[src/rtl/cam_pattern_gen.sv]
// cam_pattern_gen: synthetic OV7670-style camera source.
// Produces pclk, vsync, href and RGB565 byte data with the same framing as the
// real sensor, so the capture chain can be exercised against known frames.
// Timing outputs are registered and only move on the pclk falling edge. They
// are therefore stable around every pclk rising edge, where the capture logic
// samples them.
module cam_pattern_gen #(
   parameter int H_ACTIVE    = 640,
   parameter int V_ACTIVE    = 480,
   parameter int H_BLANK     = 144,
   parameter int VSYNC_LINES = 3,
   parameter int V_BACK      = 17,
   parameter int V_FRONT     = 10,
   parameter int CLK_DIV     = 4
)(
   input  logic        i_sysclk,
   input  logic        db_rstn,
   input  logic        i_enable,
   input  logic [1:0]  i_pattern,
   input  logic [15:0] i_solid,
   output logic        o_cam_pclk,
   output logic        o_cam_vsync,
   output logic        o_cam_href,
   output logic [7:0]  o_cam_data,
   output logic        o_sof,
   output logic [15:0] o_frame_count
);

   localparam int LINE  = 2*H_ACTIVE + H_BLANK;
   localparam int FRAME = VSYNC_LINES + V_BACK + V_ACTIVE + V_FRONT;
   localparam int HW    = $clog2(LINE + 1);
   localparam int VW    = $clog2(FRAME + 1);
   localparam int DW    = $clog2(CLK_DIV);
   localparam int HALF  = CLK_DIV / 2;
   localparam int BAR_W = (H_ACTIVE / 8 > 0) ? H_ACTIVE / 8 : 1;

   localparam logic [HW-1:0] H_LAST      = HW'(LINE - 1);
   localparam logic [HW-1:0] H_ACT_END   = HW'(2*H_ACTIVE);
   localparam logic [HW-1:0] BAR_DIV     = HW'(BAR_W);
   localparam logic [VW-1:0] V_LAST      = VW'(FRAME - 1);
   localparam logic [VW-1:0] V_SYNC_END  = VW'(VSYNC_LINES);
   localparam logic [VW-1:0] V_ACT_START = VW'(VSYNC_LINES + V_BACK);
   localparam logic [VW-1:0] V_ACT_END   = VW'(VSYNC_LINES + V_BACK + V_ACTIVE);
   localparam logic [DW-1:0] DIV_LAST    = DW'(CLK_DIV - 1);
   localparam logic [DW-1:0] FALL_CNT    = DW'(HALF - 1);
   localparam logic [DW-1:0] HALF_CNT    = DW'(HALF);

   typedef enum logic {S_IDLE, S_RUN} state_t;

   state_t        r_state;
   logic [DW-1:0] r_divCnt;
   logic          r_pclk;
   logic [HW-1:0] r_h;
   logic [VW-1:0] r_v;
   logic          r_vsync;
   logic          r_href;
   logic [7:0]    r_data;
   logic          r_sof;
   logic [15:0]   r_frameCount;
   logic [1:0]    r_pattern;
   logic [15:0]   r_solid;
   logic [15:0]   r_pixCnt;

   logic [DW-1:0] w_divNext;
   logic          w_fallTick;
   logic [HW-1:0] w_hNext;
   logic [VW-1:0] w_vNext;
   logic          w_runNext;
   logic          w_frameStart;
   logic          w_frameEnd;
   logic          w_vsyncNext;
   logic          w_activeLine;
   logic          w_hrefNext;
   logic [4:0]    w_y5;
   logic [5:0]    w_x6;
   logic [HW-1:0] w_barIdx;
   logic [2:0]    w_bar;
   logic [1:0]    w_patSel;
   logic [15:0]   w_solidSel;
   logic [15:0]   w_barColour;
   logic [15:0]   w_pixel;
   logic [7:0]    w_dataNext;

   // The divider counter is reset to its last count so pclk comes out of reset
   // low and stays equal to (count < CLK_DIV/2) from then on.
   assign w_divNext  = (r_divCnt == DIV_LAST) ? '0 : r_divCnt + 1'b1;
   assign w_fallTick = (r_divCnt == FALL_CNT);

   // Free-running pixel clock divider
   always_ff @(posedge i_sysclk or negedge db_rstn) begin
      if (!db_rstn) begin
         r_divCnt <= DIV_LAST;
         r_pclk   <= 1'b0;
      end else begin
         r_divCnt <= w_divNext;
         r_pclk   <= (w_divNext < HALF_CNT);
      end
   end

   // Raster position that the next fall tick moves to, and whether we keep running
   always_comb begin
      w_hNext      = r_h;
      w_vNext      = r_v;
      w_runNext    = 1'b0;
      w_frameStart = 1'b0;
      if (r_state == S_IDLE) begin
         w_hNext      = '0;
         w_vNext      = '0;
         w_runNext    = i_enable;
         w_frameStart = i_enable;
      end else if (r_h == H_LAST) begin
         w_hNext = '0;
         if (r_v == V_LAST) begin
            w_vNext      = '0;
            w_runNext    = i_enable;
            w_frameStart = i_enable;
         end else begin
            w_vNext   = r_v + 1'b1;
            w_runNext = 1'b1;
         end
      end else begin
         w_hNext   = r_h + 1'b1;
         w_runNext = 1'b1;
      end
   end

   assign w_frameEnd   = (r_state == S_RUN) && (r_h == H_LAST) && (r_v == V_LAST);
   assign w_vsyncNext  = w_runNext && (w_vNext < V_SYNC_END);
   assign w_activeLine = (w_vNext >= V_ACT_START) && (w_vNext < V_ACT_END);
   assign w_hrefNext   = w_runNext && w_activeLine && (w_hNext < H_ACT_END);

   // Pixel coordinates of the upcoming byte; only the low bits feed the gradient
   assign w_y5     = 5'(w_vNext - V_ACT_START);
   assign w_x6     = 6'(w_hNext[HW-1:1]);
   assign w_barIdx = {1'b0, w_hNext[HW-1:1]} / BAR_DIV;
   assign w_bar    = (w_barIdx > HW'(7)) ? 3'd7 : w_barIdx[2:0];

   // A new frame uses the inputs live on its first tick, later ticks use the latched copy
   assign w_patSel   = w_frameStart ? i_pattern : r_pattern;
   assign w_solidSel = w_frameStart ? i_solid   : r_solid;

   // Colour bar palette, leftmost bar first
   always_comb begin
      w_barColour = 16'h0000;
      case (w_bar)
         3'd0:    w_barColour = 16'hFFFF;
         3'd1:    w_barColour = 16'hFFE0;
         3'd2:    w_barColour = 16'h07FF;
         3'd3:    w_barColour = 16'h07E0;
         3'd4:    w_barColour = 16'hF81F;
         3'd5:    w_barColour = 16'hF800;
         3'd6:    w_barColour = 16'h001F;
         default: w_barColour = 16'h0000;
      endcase
   end

   // Pixel value for the selected test pattern
   always_comb begin
      w_pixel = 16'h0000;
      case (w_patSel)
         2'd0:    w_pixel = w_barColour;
         2'd1:    w_pixel = w_solidSel;
         2'd2:    w_pixel = {w_y5, w_x6, w_x6[4:0]};
         default: w_pixel = r_pixCnt;
      endcase
   end

   // High byte on even h, low byte on odd h, zero outside href
   assign w_dataNext = !w_hrefNext ? 8'h00 :
                       (w_hNext[0] ? w_pixel[7:0] : w_pixel[15:8]);

   // Frame state machine: advances the raster and registers all camera outputs on fall ticks
   always_ff @(posedge i_sysclk or negedge db_rstn) begin
      if (!db_rstn) begin
         r_state      <= S_IDLE;
         r_h          <= '0;
         r_v          <= '0;
         r_vsync      <= 1'b0;
         r_href       <= 1'b0;
         r_data       <= 8'h00;
         r_sof        <= 1'b0;
         r_frameCount <= 16'h0000;
         r_pattern    <= 2'd0;
         r_solid      <= 16'h0000;
         r_pixCnt     <= 16'h0000;
      end else begin
         r_sof <= 1'b0;
         if (w_fallTick) begin
            r_state <= w_runNext ? S_RUN : S_IDLE;
            r_h     <= w_hNext;
            r_v     <= w_vNext;
            r_vsync <= w_vsyncNext;
            r_href  <= w_hrefNext;
            r_data  <= w_dataNext;
            r_sof   <= w_vsyncNext & ~r_vsync;
            if (w_frameEnd) begin
               r_frameCount <= r_frameCount + 16'd1;
            end
            if (w_frameStart) begin
               r_pattern <= i_pattern;
               r_solid   <= i_solid;
               r_pixCnt  <= 16'h0000;
            end else if (w_hrefNext && w_hNext[0]) begin
               r_pixCnt <= r_pixCnt + 16'd1;
            end
         end
      end
   end

   assign o_cam_pclk    = r_pclk;
   assign o_cam_vsync   = r_vsync;
   assign o_cam_href    = r_href;
   assign o_cam_data    = r_data;
   assign o_sof         = r_sof;
   assign o_frame_count = r_frameCount;

endmodule

[config.mk]
export PLATFORM = sky130hd
export DESIGN_NAME = cam_pattern_gen
export DESIGN_NICKNAME = d
export VERILOG_FILES = /design/src/rtl/cam_pattern_gen.sv
export SDC_FILE = /design/constraint.sdc
export NUM_CORES = 1
export LEC_CHECK = 0
export ABC_AREA = 1
export BUFFER_PORTS_ARGS = -buffer_cell sky130_fd_sc_hd__buf_2
export CAP_MARGIN = 20
export CORE_AREA = 4 4 150 80
export DETAILED_ROUTE_END_ITERATION = 10
export DIE_AREA = 0 0 154 84
export GPL_TIMING_DRIVEN = 0
export PLACE_DENSITY = 0.7
export SLEW_MARGIN = 20
export SYNTH_ARGS = -nofsm -noshare
export SYNTH_HDL_FRONTEND = slang
export SYNTH_SLANG_ARGS = --single-unit
[constraint.sdc]
create_clock -name i_sysclk -period 6.2 [get_ports i_sysclk]
set_input_delay 0.62 -clock i_sysclk [delete_from_list [all_inputs] [get_ports i_sysclk]]
set_output_delay 0.62 -clock i_sysclk [all_outputs]
set_load 0.01 [all_outputs]
==> out/qor.log <==
INFO  run_status     run_status=completed
INFO  clocking       cts_buffers=9
INFO  global_routing grt_antenna_before_repair=0
INFO  timing         worst_pin_slew=0.763ns
INFO  route          dr.first_iter.drc_count=603
INFO  finish         layout-area-overhead-vs-synth=14.1%
INFO  logic_synthesis postSynthAreaPerCell=7.44um^2
INFO  floorplanning  total_number_of_placement_rows=27
INFO  finish         post_route_cells_drive_above_1_share=15.9%
INFO  clocking       holdBufCountCts=0
INFO  run            maxCapViolCount=0
INFO  critical_path  reg2reg_slack=3.14ns
INFO  floorplanning  num_io_pins=49
INFO  global_routing global_route.usage.total=23.6%
INFO  global_routing first_global_vias=4673
INFO  critical_path  r2r.worst_path.cells=17
INFO  clocking       cts_root_buffer=sky130_fd_sc_hd__clkbuf_16
INFO  timing         report.final.slew_viol_count=0
INFO  route          drt_pre_antenna_iters=5
INFO  logic_synthesis area_contributors_post_synth=sky130_fd_sc_hd__dfrtp_1 (40%), sky130_fd_sc_hd__nand2_1 (13%), sky130_fd_sc_hd__inv_1 (5.6%)
INFO  min_path       hold_class=in2async
INFO  critical_path  timing.rr.start=r_h[0]
INFO  timing         slew_hr=48.6%
INFO  pwr            ir_drop=133uV
INFO  global_routing grt_max_degree=57
INFO  logic_synthesis synth_flop_cell=sky130_fd_sc_hd__dfrtp_1
INFO  timing         setup_viol_count_final=0
INFO  timing         max_freq=0.327GHz
INFO  place          place_hpwl=11500um
INFO  place          globalplace.congestion=0.992
INFO  timing         fin_crit=3.06ns
INFO  timing         fin_tns_setup=0ns
INFO  logic_synthesis mappedNetlistArea=5230um^2
INFO  critical_path  worst-path-max-fanout=10
INFO  route          post_drt_via_cell_ratio=5.54
INFO  clocking       insertion_delay=0.35ns
INFO  route          routed_wire_length_per_instance=16.3um
INFO  critical_path  launching_element_of_the_worst_setup_path=r_h[0]
INFO  critical_path  timing.critical_path.arrival=3.29ns
INFO  critical_path  critPathLaunchType=flop
INFO  logic_synthesis number_of_enable_type_register_cells_in_the_synthesized_netlist=0
INFO  route          detailroute.via_count=5059
INFO  finish         mostFrequentLayoutCell=sky130_fd_sc_hd__nand2_1
INFO  pwr            power.combinational.fraction=2.1%
INFO  timing         final.setup.worst_slack=3.14ns
INFO  logic_synthesis synth.lib_cells_used.distinct=42
INFO  place          pre_cts_ws=3.20ns
INFO  critical_path  worstPathRequired=6.43ns
INFO  logic_synthesis synth-seq-area-share=40.7%
INFO  pwr            seqPwrFrac=49.6%
INFO  timing         period_utilization=49.3%
INFO  pwr            net-switching-power=0.273mW
INFO  critical_path  cpPeakStageDelay=0.43ns
INFO  clocking       tritoncts=yes
INFO  finish         most_frequent_cells_in_the_layout=sky130_fd_sc_hd__nand2_1 (180), sky130_fd_sc_hd__dfrtp_1 (83), sky130_fd_sc_hd__inv_1 (78), sky130_fd_sc_hd__buf_2 (58), sky130_fd_sc_hd__nand3_1 (53)
INFO  logic_synthesis asyncSetResetFlopFracSynth=100%
INFO  place          post_dp_cell_area=5680um^2
INFO  timing         worst_hold_slack=0.206ns
INFO  route          remaining_drc_errors=0
INFO  place          port_buffers=48
INFO  floorplanning  die_w=154um
INFO  route          antenna_violating_nets_post_route=0
INFO  timing         unrepaired_setup_endpoints_after_global_routing=false
INFO  logic_synthesis synthesized_instance_count=703
INFO  logic_synthesis netlist.top_cell.by_area=sky130_fd_sc_hd__dfrtp_1
INFO  logic_synthesis synth-seq-cells=85
INFO  critical_path  r2r-end=r_pixCnt[10]
INFO  global_routing overflow=0
INFO  pwr            leakage=3.22nW
INFO  clocking       cts.htree.levels=3
INFO  route          routed_wirelength=14900um
INFO  floorplanning  floorplan.die_area=12900um^2
INFO  critical_path  type_of_the_setup_path_with_the_least_slack=reg2reg
INFO  clocking       cts.clk_slew.worst_paths=0.07ns
INFO  global_routing grt_pass1_wl=24300um
INFO  pwr            net_switching_fraction_of_the_power=24.4%
INFO  finish         insertedDiodeCount=0
INFO  logic_synthesis syn_nets=733
INFO  critical_path  cp_cell_sequence=ha_1 > nand2_2 > nor2_8 > nand3_4 > nand2_2 > inv_2 > a21oi_1 > nand3_1 > nand2_1 > nand2_1 > nand2_1 > nand3_4 > inv_4 > nand2_2 > nand2_2 > buf_2 > o21ai_1
INFO  clocking       clock-sinks=85
INFO  timing         timing.final.hold_violations=0
INFO  floorplanning  coreArea=10700um^2
INFO  clocking       cts.repair_timing.setup_buffer_count=0
INFO  finish         final_standard_cell_area_without_fillers=5970um^2
INFO  finish         nets=793
INFO  critical_path  critical-path-top-cell-by-count=sky130_fd_sc_hd__nand2_2
INFO  floorplanning  start_util=48.8%
INFO  logic_synthesis yosysWarningCount=0
INFO  critical_path  setup.worst_path.end_class=flop
INFO  floorplanning  die_y=84um
INFO  clocking       cts_max_path_buffers=2
INFO  logic_synthesis yosysTopAreaCellShare=39.7%
INFO  pwr            powerDensity=187nW/um^2
INFO  clocking       cts_resized=0
INFO  timing         worst_clock_skew=0.00913ns
INFO  pwr            clockPowerShare=48.3%
INFO  pwr            cellInternalPower=0.844mW
INFO  critical_path  slowest_stage=sky130_fd_sc_hd__dfrtp_1
[per-layer routing]
layer / up-vias / GRT usage, % / wire (um)
met5: - / 0 / 0
met4: 0 / 5.05 / 177
met3: 22 / 6.84 / 1540
met2: 238 / 30.5 / 5640
met1: 2399 / 37.9 / 7520
li1: 2400 / - / -
[worst max-delay path by stage]
| stage | endpoint | slack, ns | depth (start not counted) |
|---|---|---|---|
| 2_1_floorplan | r_pixCnt[5] | 3.72 | 20 |
| 3_3_place_gp | r_pixCnt[11] | 3.27 | 17 |
| 3_5_place_dp | r_pixCnt[10] | 3.20 | 17 |
| 4_1_cts | r_pixCnt[10] | 3.17 | 17 |
| 5_1_grt | r_pixCnt[10] | 2.89 | 18 |
| 6_report | r_pixCnt[10] | 3.14 | 17 |
[power groups by stage]
stage          sequential (mW)  combinational [mW]  clock [mW]
6_report                 0.554              0.0236       0.540
3_5_place_dp             0.565              0.0243           0
3_3_place_gp             0.565              0.0213           0
5_1_grt                  0.554              0.0273       0.570
4_1_cts                  0.554              0.0244       0.547
2_1_floorplan            0.565             0.00115           0
[Yosys cell counts, types with 2 or more instances]
master	n
sky130_fd_sc_hd__a21oi_1	21
sky130_fd_sc_hd__o21ai_1	41
sky130_fd_sc_hd__buf_2	11
sky130_fd_sc_hd__xnor2_1	6
sky130_fd_sc_hd__nor3_2	4
sky130_fd_sc_hd__clkinv_1	2
sky130_fd_sc_hd__nand2_1	180
sky130_fd_sc_hd__buf_4	2
sky130_fd_sc_hd__nand4_1	13
sky130_fd_sc_hd__dfrtp_1	83
sky130_fd_sc_hd__inv_2	10
sky130_fd_sc_hd__nand2_2	6
sky130_fd_sc_hd__clkbuf_1	11
sky130_fd_sc_hd__inv_1	78
sky130_fd_sc_hd__nor4_1	3
sky130_fd_sc_hd__nor3b_1	2
sky130_fd_sc_hd__o21ai_0	48
sky130_fd_sc_hd__nor3_1	10
sky130_fd_sc_hd__xor2_1	28
sky130_fd_sc_hd__nand3_4	2
sky130_fd_sc_hd__nand3_1	53
sky130_fd_sc_hd__nor2_1	43
sky130_fd_sc_hd__ha_1	9
sky130_fd_sc_hd__o21ai_4	2
sky130_fd_sc_hd__nand3_2	2
sky130_fd_sc_hd__nor2_2	8
sky130_fd_sc_hd__dfstp_2	2
sky130_fd_sc_hd__o211ai_1	9
[cell type report]
cell class | count | area [um^2]
plain buffers | 25 | 115
flip-flops and latches | 85 | 2130
multi-input cells | 502 | 2640
fillers | 1007 | 4740
clock buffers | 10 | 229
inverters | 91 | 344
clock inverters | 6 | 57.6
repair buffers | 49 | 270
well taps | 145 | 181
[state kept, by name (all words and copies together) (netlist names)]
| signal | count |
|---|---|
| o_cam_vsync | 1 |
| o_frame_count | 16 |
| r_state | 1 |
| r_h | 11 |
| o_cam_pclk | 1 |
| r_pattern | 2 |
| r_v | 9 |
| o_cam_data | 8 |
| r_solid | 16 |
| o_cam_href | 1 |
| r_divCnt | 2 |
| o_sof | 1 |
| r_pixCnt | 16 |
[worst max-delay path, delay by kind of cell (launching register included)]
| family | cells | cell delay, ns |
|---|---|---|
| compound gates | 2 | 0.48 |
| buf+inv | 3 | 0.46 |
| simple gates | 11 | 1.31 |
| flops | 1 | 0.43 |
| fa+ha+maj | 1 | 0.23 |
[metrics by stage]
step / utilization, % / power [mW] / cells
after detailed placement: 53.1 / 0.589 / 897
after floorplan: - / 0.566 / 703
final: 55.7 / 1.12 / 913
after CTS: 55.7 / 1.13 / 913
after global placement: 52.8 / 0.586 / 896
after global routing: 55.7 / 1.15 / 913
[logic make-up (layout without fill, tap and decap cells)]
group	Yosys count	in the layout	share of synthesized area, %
AO/OA/AOI/OAI	126	126	13.2
multiplexers	1	1	0.215
adder cells (fa/ha/maj)	9	9	2.15
flip-flops	85	85	40.7
AND/OR/NAND/NOR	332	332	29.2
XOR/XNOR	34	34	5.69
buffers and inverters	116	181	8.78
(Power assumes the default switching activity.)
